### config.mk
export PLATFORM = sky130hd
export DESIGN_NAME = conv_frame_sequencer
export DESIGN_NICKNAME = d
export VERILOG_FILES = /design/src/rtl/conv_frame_sequencer.sv
export SDC_FILE = /design/constraint.sdc
export NUM_CORES = 1
export LEC_CHECK = 0
export ABC_CLOCK_PERIOD_IN_PS = 5950
export CAP_MARGIN = 10
export CORE_MARGIN = 3
export CORE_UTILIZATION = 30
export DETAILED_ROUTE_END_ITERATION = 12
export GPL_TIMING_DRIVEN = 0
export SYNTH_ARGS = -nofsm -noshare
export SYNTH_HDL_FRONTEND = slang
export SYNTH_SLANG_ARGS = --single-unit
### constraint.sdc
create_clock -name clk -period 5.95 [get_ports clk]
set_input_delay 1.785 -clock clk [delete_from_list [all_inputs] [get_ports clk]]
set_output_delay 1.785 -clock clk [all_outputs]
set_load 0.03 [all_outputs]
### src/rtl/conv_frame_sequencer.sv
// Frame sequencer for a 3x3 binary convolution. A 16x16 image is buffered one row per beat.
// The 14x14 windows are then scanned one per cycle through a shared external MAC unit.
module conv_frame_sequencer #(
    parameter int IMG_W = 16,
    parameter int IMG_H = 16,
    parameter int SUM_W = 4
) (
    input  logic             clk,
    input  logic             rst,
    input  logic             in_valid,
    output logic             in_ready,
    input  logic [IMG_W-1:0] in_row,
    output logic [8:0]       mac_window,
    input  logic [SUM_W-1:0] mac_sum,
    output logic             out_valid,
    input  logic             out_ready,
    output logic [SUM_W-1:0] out_data,
    output logic [3:0]       out_row,
    output logic [3:0]       out_col,
    output logic             out_last,
    output logic             busy
);

    localparam int AW = $clog2(IMG_W * IMG_H);
    localparam logic [3:0] LAST_BEAT = 4'(IMG_H - 1);
    localparam logic [3:0] LAST_ROW  = 4'(IMG_H - 3);
    localparam logic [3:0] LAST_COL  = 4'(IMG_W - 3);

    typedef enum logic [1:0] {
        ST_LOAD  = 2'd0,
        ST_SCAN  = 2'd1,
        ST_DRAIN = 2'd2
    } state_t;

    state_t                 state_r;
    state_t                 state_next_s;
    logic [IMG_W*IMG_H-1:0] img_r;
    logic [3:0]             load_cnt_r;
    logic [3:0]             scan_row_r;
    logic [3:0]             scan_col_r;
    logic                   out_valid_r;
    logic [SUM_W-1:0]       out_data_r;
    logic [3:0]             out_row_r;
    logic [3:0]             out_col_r;
    logic                   out_last_r;
    logic [8:0]             win_s;
    logic                   load_fire_s;
    logic                   capture_s;
    logic                   last_pos_s;

    // Window bit i*3+j is pixel (r+i, c+j), so bit0 = (r,c) and bit8 = (r+2,c+2).
    for (genvar gi = 0; gi < 3; gi++) begin : g_win_row
        for (genvar gj = 0; gj < 3; gj++) begin : g_win_col
            assign win_s[gi*3+gj] =
                img_r[AW'((int'(scan_row_r) + gi) * IMG_W + int'(scan_col_r) + gj)];
        end
    end

    assign load_fire_s = (state_r == ST_LOAD) && in_valid;
    assign last_pos_s  = (scan_row_r == LAST_ROW) && (scan_col_r == LAST_COL);
    assign capture_s   = (state_r == ST_SCAN) && (!out_valid_r || out_ready);

    // Next-state selection for the load / scan / drain sequence.
    always_comb begin
        state_next_s = state_r;
        case (state_r)
            ST_LOAD: begin
                if (load_fire_s && (load_cnt_r == LAST_BEAT)) begin
                    state_next_s = ST_SCAN;
                end else begin
                    state_next_s = ST_LOAD;
                end
            end
            ST_SCAN: begin
                if (capture_s && last_pos_s) begin
                    state_next_s = ST_DRAIN;
                end else begin
                    state_next_s = ST_SCAN;
                end
            end
            ST_DRAIN: begin
                if (out_ready) begin
                    state_next_s = ST_LOAD;
                end else begin
                    state_next_s = ST_DRAIN;
                end
            end
            default: state_next_s = ST_LOAD;
        endcase
    end

    // Image buffer; contents after reset are irrelevant because a full frame is always reloaded.
    always_ff @(posedge clk) begin
        if (load_fire_s) begin
            img_r[AW'(int'(load_cnt_r) * IMG_W) +: IMG_W] <= in_row;
        end
    end

    // State, counters and the registered result stage.
    always_ff @(posedge clk) begin
        if (rst) begin
            state_r     <= ST_LOAD;
            load_cnt_r  <= 4'd0;
            scan_row_r  <= 4'd0;
            scan_col_r  <= 4'd0;
            out_valid_r <= 1'b0;
            out_data_r  <= '0;
            out_row_r   <= 4'd0;
            out_col_r   <= 4'd0;
            out_last_r  <= 1'b0;
        end else begin
            state_r <= state_next_s;
            if (load_fire_s) begin
                load_cnt_r <= (load_cnt_r == LAST_BEAT) ? 4'd0 : load_cnt_r + 4'd1;
            end
            if (capture_s) begin
                out_valid_r <= 1'b1;
                out_data_r  <= mac_sum;
                out_row_r   <= scan_row_r;
                out_col_r   <= scan_col_r;
                out_last_r  <= last_pos_s;
                if (scan_col_r == LAST_COL) begin
                    scan_col_r <= 4'd0;
                    scan_row_r <= (scan_row_r == LAST_ROW) ? 4'd0 : scan_row_r + 4'd1;
                end else begin
                    scan_col_r <= scan_col_r + 4'd1;
                end
            end else if (out_valid_r && out_ready) begin
                out_valid_r <= 1'b0;
            end
        end
    end

    assign in_ready   = (state_r == ST_LOAD);
    assign busy       = (state_r == ST_SCAN) || (state_r == ST_DRAIN);
    assign mac_window = win_s;
    assign out_valid  = out_valid_r;
    assign out_data   = out_data_r;
    assign out_row    = out_row_r;
    assign out_col    = out_col_r;
    assign out_last   = out_last_r;

endmodule

==> reports/metrics.csv, run 1 <==
metric,value,unit
place_area,20890,µm²
ant_nets,0,
cp_slowest_cell,mux4_2,
grt_most_used_layer,met2,
worst_pin_slew,1.172,ns
period_share,0.9852,
drv_slew,0,
synth-edff-count,256,
cpPeakStageDelay,0.50,ns
initial_core_util,0.3057,
p_sw_frac,0.2287,
setup_viol,0,
p_int,0.003502,W
synthArstFlopShare,0,
yosysMostFrequentCell,edfxtp_1,
gp_congestion,0.9559,
drcViolationCount,0,
dp_cells,2444,
power_density,200.6,nW/µm²
grt_pass1_wl,92030,µm
min_path_type,register to register,
grt.met3_usage,0.03831,
grt.overflow.total,0,
insertion_delay,0.59,ns
syn_inst,1399,
first_pass_iters,5,
portBuffers,47,
num_rows,90,
synth_area,18620,µm²
clock_tree.buffer_depth,3,
fin_nets,1704,
dpl.hpwl,46240,µm
fin_area,22630,µm²
status,"complete, no violations",
pwr-share-clk,0.425,
seq_power_share,0.506,
antenna_found_initial,5,
grt_start_max_net_pins,17,
cp.required,4.16,ns
final_layout_size_suffix_gt1_frac,0.2544,
die_h,255.2,µm
cp-end-kind,output pin,
ys_seq_elements,284,
yosysSeqAreaShare,0.4429,
period_needed,5.862,ns
p_sw,0.001038,W
fmax,170.6,MHz
wirelength,63510,µm
fin_cells,2520,
max_cap_violations,0,
p_leak,7.407,nW
ys.flop_type,edfxtp_1,
io_pins,49,
drtIter0Drc,1855,
die_w,255.2,µm
area_growth,21.51,%
relSlewSlack,0.2185,
clock-root-buffer,clkbuf_16,
cp_common_cell,buf_6,
cp_max_fo,10,
path_cells,"buf_6, buf_6, buf_6, buf_4, mux4_2, mux2i_2, a22oi_1, nand3_1, mux2i_1, mux4_2, dlygate4sd2_1",
worstSetupStartpointType,register,
hold_violations,0,
via_per_inst,5.521,
final.setup_skew,0.01706,ns
peakVddDrop,0.1931,mV
clk_pin_slew,0.06,ns
postLayoutCoreUtil,0.3714,
grt_use_met2,0.3151,
synth.distinct_cells,61,
yosysWarningCount,0,
arrival,4.08,ns
crit_type,register to output pin,
yosys.area.top_type,edfxtp_1,
first_global_vias,13580,
grt_use_total,0.1927,
clock-sinks,284,
rsz0062_at_grt,no,
cts.htree.levels,1,
fp.dieArea,65100,µm²
cts_tree,yes,
vias,13910,
cts_buffers,31,
met1_usage,0.2542,
synth.area.top_cells,"edfxtp_1, mux4_2, and2_1",
fp.coreArea,60920,µm²
avgSynthCellArea,13.31,µm²
synth.top_cells.by_count,"edfxtp_1, mux4_2, and2_1",
power_frac_comb,0.069,
wl_per_cell,25.20,µm
synth_top_area_share,0.4128,
stage by stage:
stage / setup slack (ns) / total power (W) / hold slack, ns / setup TNS, ns
floorplan: 0.1110 / 0.002498 / 0.5842 / 0
global placement: -2.496 / 0.002619 / 0.4464 / -7.753
detailed placement: -2.512 / 0.002637 / 0.4573 / -7.833
CTS: -0.03742 / 0.004563 / 0.4663 / -0.07015
global route: 0.003625 / 0.004679 / 0.4758 / 0
finish: 0.08821 / 0.004540 / 0.4636 / 0
critical path, delay by kind of cell (launching register included):
kind | cells | cell delay, ns
compound gates | 1 | 0.12
buf+inv | 5 | 1.40
flops | 1 | 0.48
mux | 4 | 1.30
simple gates | 1 | 0.18
power groups by stage:
stage                     clock network, W  registers, W  logic [W]
after floorplan                          0       0.00231   0.000184
after global placement                   0       0.00233   0.000285
after detailed placement                 0       0.00234   0.000297
after CTS                          0.00196       0.00230   0.000305
after global routing               0.00204       0.00231   0.000334
final                              0.00193       0.00230   0.000312
state kept, by name, indices dropped and copies added (netlist names):
register and count:
scan_col_r 4, load_cnt_r 4, out_col 4, out_valid 1, out_row 4, img_r 256, out_data 4, scan_row_r 4
state_r 2, out_last 1
path summary, 6_finish.rpt:
check,start,to,slack (ns),cells past startpoint
max,scan_col_r[2]$_SDFFE_PP0P_,mac_window[6],0.09,11
min,out_data[0]$_SDFFE_PP0P_,out_data[0]$_SDFFE_PP0P_,0.46,2
max reg2reg,load_cnt_r[0]$_SDFFE_PP0N_,img_r[163]$_DFFE_PP_,2.42,7
min reg2reg,out_data[0]$_SDFFE_PP0P_,out_data[0]$_SDFFE_PP0P_,0.46,2
what timing repair did:
item | CTS | global route
endpoints found under the setup margin | 9 | 9
gates resized for setup | 133 | 42
pin swaps | 4 | 6
hold buffers | 0 | 0
gates cloned | 1 | 2
setup buffers | 8 | 9
placed cells by master (no fill, tap or decap), types with 10 or more instances in the layout:
| cell type | n |
|---|---|
| a21oi_1 | 43 |
| and2_1 | 180 |
| buf_2 | 16 |
| buf_4 | 45 |
| buf_6 | 24 |
| clkbuf_1 | 58 |
| clkbuf_16 | 34 |
| clkdlybuf4s50_1 | 38 |
| conb_1 | 160 |
| dfxtp_1 | 25 |
| edfxtp_1 | 256 |
| ha_1 | 11 |
| inv_1 | 10 |
| mux2_2 | 24 |
| mux2i_1 | 81 |
| mux2i_2 | 11 |
| mux4_1 | 11 |
| mux4_2 | 187 |
| nand2_1 | 98 |
| nand3_1 | 44 |
| nand4_1 | 22 |
| nor2_1 | 49 |
| nor3_1 | 25 |
| o211ai_1 | 14 |
| xnor2_1 | 17 |
area by class of cell:
| type | instances | area (µm²) |
|---|---|---|
| antenna | 2 | 5.005 |
| clock buffer | 40 | 809.5 |
| multi-input combinational | 1130 | 10610 |
| timing repair buffer | 78 | 762.0 |
| sequential | 284 | 8252 |
| fill | 5815 | 38290 |
| clock inverter | 17 | 185.2 |
| tap | 828 | 1036 |
| inverter | 12 | 48.80 |
| buffer | 129 | 920.9 |
kinds of logic after synthesis:
logic type | Yosys count | share of synthesized area
muxes | 322 | 0.3099
and+or+nand+nor | 481 | 0.1377
xor gates and xnor gates | 35 | 0.01767
adders and majority gates | 14 | 0.009406
buffers and inverters | 144 | 0.03991
AOI/OAI and AO/OA | 118 | 0.04226
other | 1 | 0.0002014
DFF | 284 | 0.4429
per-layer routing:
| metal | wire [µm] | share of wire | vias to the layer above |
|---|---|---|---|
| met3 | 6579 | 0.10 | 163 |
| met1 | 24410 | 0.38 | 7019 |
| met5 | 34 | 0.00054 | - |
| met2 | 29690 | 0.47 | 853 |
| li1 | - | - | 5871 |
| met4 | 2797 | 0.044 | 6 |
Note: power is estimated with default switching activity, not from simulation.
==> run 2, diff against run 1 <==
- CTS_CLUSTER_DIAMETER: not set -> 40
==> run 2 against run 1 <==
Compared with the run above: wire length barely moved; maximum frequency decreased by 0.14%; design area is 2.8% higher; clock-buffer cell count grew 14; register-to-register slack better by 0.04 ns; critical path depth increased by 5; first-iteration DRC count increased by 0.97%; cell count is 1.2% higher; setup slack worse by 0.0084 ns; critical endpoint is now mac_window[1].
==> reports/metrics.csv, run 2 (synthesis gave the netlist of run 1 again) <==
metric,value,unit,change
die_h,255.2,µm,unchanged
grt_use_total,0.1937,,+0.001006
largest-register,img_r,,
path_cells,"buf_8, buf_12, clkinvlp_4, buf_12, buf_12, ha_4, buf_12, buf_12, buf_12, mux4_2, mux4_2, a22oi_2, a311oi_2, a31oi_1, o31ai_2, buf_4",,
cp.required,4.16,ns,about the same
fp.coreArea,60920,µm²,unchanged
grt_pass1_wl,92070,µm,about the same
period_needed,5.870,ns,+0.008366 ns
setup_tns,0,ns,unchanged
relSlewSlack,0.2361,,+0.01760
post-place-ws,-2.512,ns,unchanged
via_per_inst,5.512,,-0.15%
max_cap_violations,0,,unchanged
final_layout_size_suffix_gt1_frac,0.2748,,+0.02040
wl_per_cell,24.88,µm,-1.3%
mostFrequentLayoutCells,"edfxtp_1, mux4_2, and2_1",,
clk_pin_slew,0.06,ns,about the same
num_rows,90,,unchanged
setup_viol,0,,unchanged
fin_nets,1724,,+1.2%
hold_violations,0,,unchanged
cp_max_fo,10,,unchanged
period_share,0.9866,,+0.001406
cts_buffers,46,,+48%
cts_hold_buffers,0,,unchanged
gp_congestion,0.9559,,unchanged
worst_pin_slew,1.146,ns,-0.02640 ns
crit_type,register to output pin,,
first_global_vias,13750,,+1.3%
vias,14060,,+1.0%
cp_common_cell,buf_12,,
cp-end-kind,output pin,,
cts_tree,yes,,
arrival,4.09,ns,about the same
fmax,170.4,MHz,-0.14%
ant_nets,0,,unchanged
status,"complete, no violations",,
first_pass_iters,5,,unchanged
fill_cells,5757,,-1.0%
p_leak,7.730,nW,+4.4%
final.setup_skew,0.01592,ns,-0.001138 ns
initial_core_util,0.3057,,unchanged
cts.htree.levels,2,,+1
drcViolationCount,0,,unchanged
rsz0062_at_grt,no,,
antenna_found_initial,6,,+1
clock-root-buffer,clkbuf_16,,
dp_cells,2444,,unchanged
min_path_type,register to register,,
worstSetupStartpointType,register,,
clock-sinks,284,,unchanged
power_density,227.7,nW/µm²,+14%
fin_total_pwr,0.005299,W,+17%
grt_start_max_net_pins,17,,unchanged
final.setup.worst_slack,0.07985,ns,-0.008366 ns
layout_commonest_cell,edfxtp_1,,
portBuffers,47,,unchanged
cpPeakStageDelay,0.50,ns,about the same
peakVddDrop,0.1671,mV,-13%
largest_reg_flops,256,,unchanged
fp.dieArea,65100,µm²,unchanged
die_w,255.2,µm,unchanged
drtIter0Drc,1873,,+0.97%
wirelength,63450,µm,about the same
grt.overflow.total,0,,unchanged
io_pins,49,,unchanged
multi_input_area,10610,µm²,about the same
area_growth,24.95,%,
regArea,8252,µm²,unchanged
clock_tree.buffer_depth,3,,unchanged
fin_cells,2550,,+1.2%
cp_slowest_cell,mux4_2,,
drv_slew,0,,unchanged
holdWs,0.4614,ns,-0.002154 ns
dpl.hpwl,46240,µm,unchanged
insertion_delay,0.57,ns,-0.02 ns
-- run 2: cell types whose count changed in the layout (fill, tap and decap cells not counted), sizes merged, moves of 2 or more --
cell | previous run | this run
inv | 11 | 23
buf | 100 | 108
clkbuf | 103 | 114
clkinvlp | 3 | 5
-- run 2: area by class of cell --
class | count | area share
diodes | 1 | 0.0001075
well taps | 828 | 0.04452
inverters | 12 | 0.002097
repair buffers | 82 | 0.03500
multi-input cells | 1130 | 0.4559
flip-flops and latches | 284 | 0.3546
clock buffers | 54 | 0.05345
clock inverters | 29 | 0.01360
plain buffers | 130 | 0.04076
-- run 2: timing repair --
item,CTS,global route
buffers inserted,6,15
pin swaps,4,8
gates resized for setup,134,42
setup endpoints to repair,9,9
gates cloned,0,3
-- run 2: routing by layer --
metal | vias up | global-route usage | routed length [µm]
met5 | - | 0 | 34
met4 | 6 | 0.07819 | 2660
met3 | 179 | 0.04420 | 6400
met2 | 858 | 0.3130 | 29780
met1 | 7086 | 0.2529 | 24580
li1 | 5927 | - | -
-- run 2: worst paths after layout --
path / from / endpoint / slack [ns] / cells past startpoint
max: scan_col_r[1]$_SDFFE_PP0P_ / mac_window[1] / 0.08 / 16
min: out_data[0]$_SDFFE_PP0P_ / out_data[0]$_SDFFE_PP0P_ / 0.46 / 2
max reg2reg: load_cnt_r[0]$_SDFFE_PP0N_ / img_r[160]$_DFFE_PP_ / 2.46 / 7
min reg2reg: out_data[0]$_SDFFE_PP0P_ / out_data[0]$_SDFFE_PP0P_ / 0.46 / 2
-- run 2: critical path, delay by kind of cell, from the launching register on --
family	cells	cell delay, ns
fa+ha+maj	1	0.28
mux	2	0.86
compound gates	4	0.75
buf+inv	9	1.25
flops	1	0.35
-- run 2: metrics by stage --
stage | instance area, µm² | utilization
floorplan | 19220 | -
global placement | 20730 | 0.3402
detailed placement | 20890 | 0.3430
CTS | 22940 | 0.3765
global route | 23270 | 0.3819
finish | 23270 | 0.3820
-- run 2: power by group --
part           switching, W  leakage [nW]  internal (W)
clock network       0.00103         0.756       0.00166
registers         0.0000540          2.48       0.00225
logic              0.000181          4.49      0.000130
